**src/rtl/aes_pkg.sv**
```systemverilog
`default_nettype none
// ============================================================================
// Module      : aes_pkg
// Description : Shared widths, register identifiers, loader state encoding
//               and the beat-count helper for the AES working-register bank.
// Revision    : 1.0 - initial release
// ============================================================================
package aes_pkg;

  localparam int REG_W = 128;
  localparam int R3_W  = 64;

  typedef enum logic [1:0] {R0, R1, R2, R3} reg_id_t;

  typedef enum logic [1:0] {IDLE, LOAD, COMMIT} ldr_state_t;

  // Number of host beats needed to fill the given register.
  function automatic int unsigned words_for(input reg_id_t id, input int unsigned host_w);
    return (id == R3) ? (R3_W / host_w) : (REG_W / host_w);
  endfunction

endpackage
`default_nettype wire

```
**src/rtl/reg_bank_loader_word_assembler.sv**
```systemverilog
`default_nettype none
// ============================================================================
// Module      : word_assembler
// Description : Staging shift register and beat counter for host loads.
//               Flags the beat that completes the requested word count.
// Revision    : 1.0 - initial release
// ============================================================================
module word_assembler
  import aes_pkg::*;
#(
  parameter int HOST_W = 32,
  parameter int CNT_W  = $clog2(REG_W / HOST_W + 1)
) (
  input  logic              clk,
  input  logic              rst,
  input  logic              beat,     // a host word is accepted this cycle
  input  logic              first,    // the accepted word starts a new load
  input  logic [HOST_W-1:0] data,
  input  logic [CNT_W-1:0]  need,     // words required by the current target
  output logic [REG_W-1:0]  staging,
  output logic              done      // this beat completes the load
);

  logic [CNT_W-1:0] count;
  logic [CNT_W-1:0] count_next;

  // Count after the current beat: a first beat restarts at one.
  always_comb begin
    count_next = first ? CNT_W'(1) : count + CNT_W'(1);
    done       = beat && (count_next == need);
  end

  // Shift words in most-significant first; a first beat clears older data.
  always_ff @(posedge clk) begin
    if (rst) begin
      staging <= '0;
      count   <= '0;
    end else if (beat) begin
      count <= count_next;
      if (first) begin
        staging <= {{(REG_W - HOST_W){1'b0}}, data};
      end else begin
        staging <= {staging[REG_W-HOST_W-1:0], data};
      end
    end
  end

endmodule
`default_nettype wire

```
**src/rtl/reg_bank_loader.sv**
```systemverilog
`default_nettype none
// ============================================================================
// Module      : reg_bank_loader
// Description : Owns AES working registers r0..r3. Loads them from a host
//               valid/ready word stream or from a busC datapath write-back.
//               A write-back to the commit target defers the host commit.
// Revision    : 1.0 - initial release
// ============================================================================
module reg_bank_loader
  import aes_pkg::*;
#(
  parameter int HOST_W = 32
) (
  input  logic              clk,
  input  logic              rst,
  input  logic              host_valid,
  output logic              host_ready,
  input  logic [HOST_W-1:0] host_data,
  input  logic [1:0]        host_addr,
  input  logic              WE_busC,
  input  logic [1:0]        SEL_busC,
  input  logic [REG_W-1:0]  busC,
  output logic [REG_W-1:0]  r0,
  output logic [REG_W-1:0]  r1,
  output logic [REG_W-1:0]  r2,
  output logic [R3_W-1:0]   r3,
  output logic              busy,
  output logic              load_done
);

  localparam int CNT_W = $clog2(REG_W / HOST_W + 1);

  ldr_state_t       state;
  ldr_state_t       state_next;
  reg_id_t          target;
  reg_id_t          beat_target;
  logic             accept;
  logic             first_beat;
  logic             asm_done;
  logic [CNT_W-1:0] need;
  logic [REG_W-1:0] staging;
  logic             collide;
  logic             commit_ok;

  // Beat acceptance and the target used for the beat-count lookup.
  always_comb begin
    accept      = host_valid && host_ready;
    first_beat  = (state == IDLE);
    beat_target = first_beat ? reg_id_t'(host_addr) : target;
    need        = CNT_W'(words_for(beat_target, HOST_W));
    collide     = WE_busC && (reg_id_t'(SEL_busC) == target);
    commit_ok   = (state == COMMIT) && !collide;
  end

  word_assembler #(
    .HOST_W (HOST_W),
    .CNT_W  (CNT_W)
  ) u_word_assembler (
    .clk     (clk),
    .rst     (rst),
    .beat    (accept),
    .first   (first_beat),
    .data    (host_data),
    .need    (need),
    .staging (staging),
    .done    (asm_done)
  );

  // State register, load target and the delayed completion pulse.
  always_ff @(posedge clk) begin
    if (rst) begin
      state     <= IDLE;
      target    <= R0;
      load_done <= 1'b0;
    end else begin
      state     <= state_next;
      load_done <= commit_ok;
      if (accept && first_beat) begin
        target <= reg_id_t'(host_addr);
      end
    end
  end

  // Next-state selection; a colliding write-back holds COMMIT for a retry.
  always_comb begin
    state_next = state;
    case (state)
      IDLE:    if (accept) state_next = asm_done ? COMMIT : LOAD;
      LOAD:    if (accept && asm_done) state_next = COMMIT;
      COMMIT:  if (commit_ok) state_next = IDLE;
      default: state_next = IDLE;
    endcase
  end

  // Handshake and status outputs decoded from the current state.
  always_comb begin
    host_ready = (state == IDLE) || (state == LOAD);
    busy       = (state == LOAD) || (state == COMMIT);
  end

  // Register bank: write-back and commit never hit the same register.
  always_ff @(posedge clk) begin
    if (rst) begin
      r0 <= '0;
      r1 <= '0;
      r2 <= '0;
      r3 <= '0;
    end else begin
      if (WE_busC) begin
        case (reg_id_t'(SEL_busC))
          R0:      r0 <= busC;
          R1:      r1 <= busC;
          R2:      r2 <= busC;
          default: r3 <= busC[R3_W-1:0];
        endcase
      end
      if (commit_ok) begin
        case (target)
          R0:      r0 <= staging;
          R1:      r1 <= staging;
          R2:      r2 <= staging;
          default: r3 <= staging[R3_W-1:0];
        endcase
      end
    end
  end

endmodule
`default_nettype wire

```
**config.mk**
```make
export PLATFORM = sky130hd
export DESIGN_NAME = reg_bank_loader
export DESIGN_NICKNAME = d
export VERILOG_FILES = /design/src/rtl/aes_pkg.sv /design/src/rtl/reg_bank_loader_word_assembler.sv /design/src/rtl/reg_bank_loader.sv
export SDC_FILE = /design/constraint.sdc
export NUM_CORES = 1
export LEC_CHECK = 0
export ABC_AREA = 0
export CORE_AREA = 2 2 252 254
export DETAILED_ROUTE_END_ITERATION = 6
export DIE_AREA = 0 0 254 256
export HOLD_SLACK_MARGIN = 0.12
export PLACE_DENSITY = 0.68
export SYNTH_ARGS = -nofsm -noshare
export SYNTH_HDL_FRONTEND = slang
export SYNTH_SLANG_ARGS = --single-unit
```
**constraint.sdc**
```tcl
create_clock -name clk -period 2.5 [get_ports clk]
set_input_delay 0.25 -clock clk [delete_from_list [all_inputs] [get_ports clk]]
set_output_delay 0.25 -clock clk [all_outputs]
set_load 0.05 [all_outputs]
```
; ---- After elaboration in Yosys (flattened, before gate mapping)
; Cells that the tools add are included.
[totals]
input_bits = 168
elab_cells = 62
reg_bits = 584
[classes]
addsub = 1
mux = 25
n_reduce_logical = 15
eq_ne = 12
[ops]
columns = operator, n
row1 = two-way mux 128 bit, 13
row2 = two-way mux 64 bit, 4
row3 = two-way mux 2 bit, 5
row4 = "equality test 2 bit, second input constant", 4
row5 = "equality test 2 x 1 -> 1 bit, second input constant", 3
row6 = logical AND 1 bit, 6
row7 = zero test 2 bit, 3
row8 = two-way mux 3 bit, 2
row9 = "!= test 2 bit, second input constant", 3
row10 = one-hot mux 2 bit (3 select lines), 1
row11 = OR reduction 3 bit, 2
row12 = "adder 3 x 1 -> 3 bit, second input constant", 1
row13 = equality test 3 bit, 1
row14 = AND reduction 3 bit, 1
row15 = equality test 2 bit, 1
row16 = logical OR 1 bit, 2
row17 = zero test 1 bit, 1

; ---- Logic depth before layout (Yosys ltp)
[logic_depth]
word_depth = 9
depth_mapped = 8
depth_no_buf = 6

; ---- Hierarchy
; Synthesis repeated with hierarchy kept, for this count alone.
[unflattened]
cells_unflattened = 2599
area_unflattened_um2 = 25522.0
[by_module_without_submodules]
columns = module, n_inst, seq_area_each_um2, cells_per_inst, area_per_inst_um2
row1 = reg_bank_loader, 1, 9068.7, 2040, 20259.4
row2 = word_assembler, 1, 2622.5, 559, 5262.5

; ---- Worst setup path before layout
; No wires, ideal clock.
[synth_timing]
path_type = reg2reg
start = register state[0]
end = register r0[10]
path_stages_with_launch = 9
setup_ps = 146
synth_period_minus_slack_ps = 1809
t_arrival_ps = 1663
path_slack_ps = 691
path_cell_list = dfxtp_1 > inv_1 > ha_1 > or4b_1 > clkbuf_1 > buf_2 > clkbuf_1 > nor2_1 > a211oi_2
[synth_between]
elab_chain_cells = 3
[synth_lines]
columns = element, line_no
row1 = "start, declared", reg_bank_loader.sv:33  ; ldr_state_t state;
row2 = "start signal, assigned", reg_bank_loader.sv:76  ; state <= state_next;
row3 = equality test 2 bit, reg_bank_loader.sv:52  ; commit_ok = (state == COMMIT) && !collide;
row4 = logical AND 1 bit, reg_bank_loader.sv:52
row5 = two-way mux 128 bit, reg_bank_loader.sv:117  ; if (commit_ok) begin
row6 = "end signal, assigned", reg_bank_loader.sv:111  ; R0: r0 <= busC;
row7 = "end signal, assigned", reg_bank_loader.sv:119  ; R0: r0 <= staging;
row8 = "end, declared", reg_bank_loader.sv:23  ; output logic [REG_W-1:0] r0,
; Every way passes these cells.
; A chain may end at the register's enable or synchronous reset.

; ---- Final worst setup path
[layout_timing]
start = register state[1]
end = output host_ready
[layout_between]
elab_chain_cells = 2
elab_cells_between_ends = 3
[layout_lines]
columns = element, line_no
row1 = equality test 2 x 1 -> 1 bit / zero test 2 bit (equally long branches), reg_bank_loader.sv:97  ; host_ready = (state == IDLE) || (state == LOAD);
row2 = logical OR 1 bit *, reg_bank_loader.sv:97
row3 = "end, declared", reg_bank_loader.sv:17  ; output logic host_ready,
; Mark *: on every way between the ends. The rest lies on a longest branch, timed or not.

==> flow_summary.yaml <==
status:
  status: "complete, no violations"
worst_setup_path:
  worst_path_max_delay_cell: "sky130_fd_sc_hd__or2_2"
  crit_path_end_kind: "primary output"
  timing.critical_path.cells: "inv_1, ha_1, or2_2, buf_12"
  timing.setup.critical_path_class: "flop to primary output"
  worstSetupStartpointType: "flop"
  critPathMaxStageDelay_ns: 0.41
  cp_data_required_time_ns: 2.25
  cp_max_fo: 7
  worstPathArrival_ns: 1.92
routing:
  dr.pass1.iters: 5
  average_wire_per_standard_cell_um: 23.3
  routed_via_density: 5.53
  routed_wirelength_um: 94200
  antenna_left: 0
  remaining_drc_errors: 0
  dr.first_iter.drc_count: 1597
  vias: 22400
sta:
  max_clock_skew_ns: 0.0245
  rsz0062_at_grt: "no"
  timing.final.setup_violations: 0
  maxClockFrequency_mhz: 461
  final.min_clock_period_ns: 2.17
  timing.final.crit_share_pct: 86.7
  timing.final.ws_setup_ns: 0.332
  timing.slew.headroom_pct: 47.9
  totalNegativeSetupSlack_ns: 0
  final-hold-violation-count: 0
  worst_slew_pin_slew_ns: 0.782
  slew_viol_final: 0
flow_run:
  maxCapViolCount: 0
clock_network:
  post_cts_resize_count: 0
  post-cts-setup-buffers: 0
  clk_path_buf_depth: 3
  source_to_sink_clock_delay_at_the_later_pin_of_the_worst_skew_pair_ns: 0.59
  ctsRootBufferMaster: "sky130_fd_sc_hd__clkbuf_16"
  clk_pin_slew_ns: 0.06
  total_cts_buffers: 66
  ctsHoldBuffers: 0
  cts_tree: "built"
  cts_sinks: 584
  cts-htree-levels: 3
grt:
  grt_pass1_wl_um: 139000
  grt_max_degree: 82
  gr-total-overflow: 0
  first_global_vias: 21900
  groute.usage.overall_pct: 27.9
  antenna_violations_before_repair: 2
yosys:
  synth_sequential_area_ratio_pct: 46.3
  ys.warnings.count: 0
  synth_enable_flop_cells: 0
  post_synth.cell_area_avg_um2: 9.64
  synth_top_flop_cell: "sky130_fd_sc_hd__dfxtp_1"
  synth_async_sr_flop_share_pct: 0
  synth.cell_area_um2: 25300
  ys_types: 35
  synthesis.instances: 2621
  synth_seq_cells: 584
  mapped_nets: 2793
die:
  die-area_um2: 65000
  floorplan.initialDensity_pct: 40.5
  io_pins: 619
  die_width_um: 254
  die_height_um: 256
  row_count: 92
  core-area_um2: 62400
place:
  placed_cells_incl_taps: 3934
  dpl.hpwl_um: 68000
  gpl.final_weighted_congestion: 0.895
  preCtsSetupSlack_ns: 0.155
  io_buffers: 618
power:
  vdd_ir_drop_max_mv: 0.408
  power.density_cell_area_nw_per_um2: 644
  power.total_uw: 22500
  p_leak_uw: 0.0148
finish:
  instances_no_fill: 4048
  nNetsFinal: 3328
  most-common-layout-cells: "615 x sky130_fd_sc_hd__clkdlybuf4s50_1, 584 x sky130_fd_sc_hd__dfxtp_1, 453 x sky130_fd_sc_hd__nor2_1, 450 x sky130_fd_sc_hd__mux2i_1, 328 x sky130_fd_sc_hd__a211oi_1"
  area_growth_syn_to_layout_pct: 38.0
  final_common_cell: "sky130_fd_sc_hd__clkdlybuf4s50_1"
  drive_gt1_share_pct: 10.3
min_path:
  hold_class: "primary input to flop"
[cells by family after synthesis]
group / after synthesis / share of synthesized area (%)
AO/OA/AOI/OAI: 590 / 18.6
XOR/XNOR: 3 / 0.104
adder cells (fa/ha/maj): 4 / 0.198
buffers and inverters: 259 / 4.47
flip-flops: 584 / 46.3
multiplexers: 450 / 17.8
AND/OR/NAND/NOR: 731 / 12.5
[cell type report]
class / count / area, µm²
tap: 846 / 1060
clock inverter: 13 / 78.8
sequential: 584 / 11700
antenna: 2 / 5.00
fill: 5501 / 27500
timing repair buffer: 722 / 7520
clock buffer: 99 / 1990
multi-input combinational: 1778 / 12500
inverter: 4 / 15.0
[worst max-delay path: cells and delay by family (launching register included)]
family	cells	cell delay [ns]
adder cells (fa/ha/maj)	1	0.31
buffers and inverters	2	0.27
flip-flops	1	0.34
AND/OR/NAND/NOR	1	0.41
[Yosys cell counts (2+ instances only)]
cell type	number	area, µm²
sky130_fd_sc_hd__a211oi_2	120	1500
sky130_fd_sc_hd__a211oi_1	328	2460
sky130_fd_sc_hd__buf_4	8	60.1
sky130_fd_sc_hd__buf_6	4	45.0
sky130_fd_sc_hd__nor2_1	453	1700
sky130_fd_sc_hd__mux2i_1	450	4500
sky130_fd_sc_hd__ha_1	4	50.1
sky130_fd_sc_hd__xor2_1	3	26.3
sky130_fd_sc_hd__nand2_1	164	616
sky130_fd_sc_hd__a21oi_1	132	661
sky130_fd_sc_hd__clkbuf_1	154	578
sky130_fd_sc_hd__inv_1	4	15.0
sky130_fd_sc_hd__nand4b_1	2	17.5
sky130_fd_sc_hd__nand3_1	3	15.0
sky130_fd_sc_hd__o311a_1	2	20.0
sky130_fd_sc_hd__dfxtp_1	584	11700
sky130_fd_sc_hd__nand3b_1	98	736
sky130_fd_sc_hd__nor2b_1	2	12.5
sky130_fd_sc_hd__o21ai_0	2	10.0
sky130_fd_sc_hd__buf_2	78	390
sky130_fd_sc_hd__nor3_1	2	10.0
sky130_fd_sc_hd__buf_1	11	41.3
[worst paths after layout]
check / slack [ns] / cells past startpoint / end / start
worst max-delay path: 0.33 / 4 / host_ready / state[1]
worst min-delay path: 0.17 / 2 / u_word_assembler.staging[88] / rst
worst max register to register: 0.42 / 6 / r0[75] / state[0]
worst min register to register: 0.49 / 2 / u_word_assembler.count[1] / u_word_assembler.count[1]
[sequential cells by signal (all words and copies together) (netlist names)]
signal                    cells
r3                           64
load_done                     1
r2                          128
target                        2
r1                          128
state                         2
u_word_assembler.staging    128
r0                          128
u_word_assembler.count        3
[stage by stage]
stage	instance area (µm²)	hold WS [ns]	utilization, %
floorplan	25300	0.386	-
global placement	32800	0.473	52.5
detailed placement	32800	0.481	52.5
CTS	34900	0.133	55.9
global route	34900	0.172	55.9
finish	34900	0.172	55.9
[per-layer routing]
layer	vias to the layer above	routed length (µm)	global-route usage, %
li1	10500	-	-
met1	10800	38000	34.3
met2	916	44900	45.9
met3	231	6550	5.68
met4	0	4780	14.4
met5	-	0	0
[power breakdown]
| group | internal [µW] | switching [µW] |
|---|---|---|
| clock network | 5490 | 3930 |
| logic | 1230 | 1930 |
| registers | 9610 | 287 |
| total | 16300 | 6140 |
No activity file was read; power rests on OpenSTA's default activity.
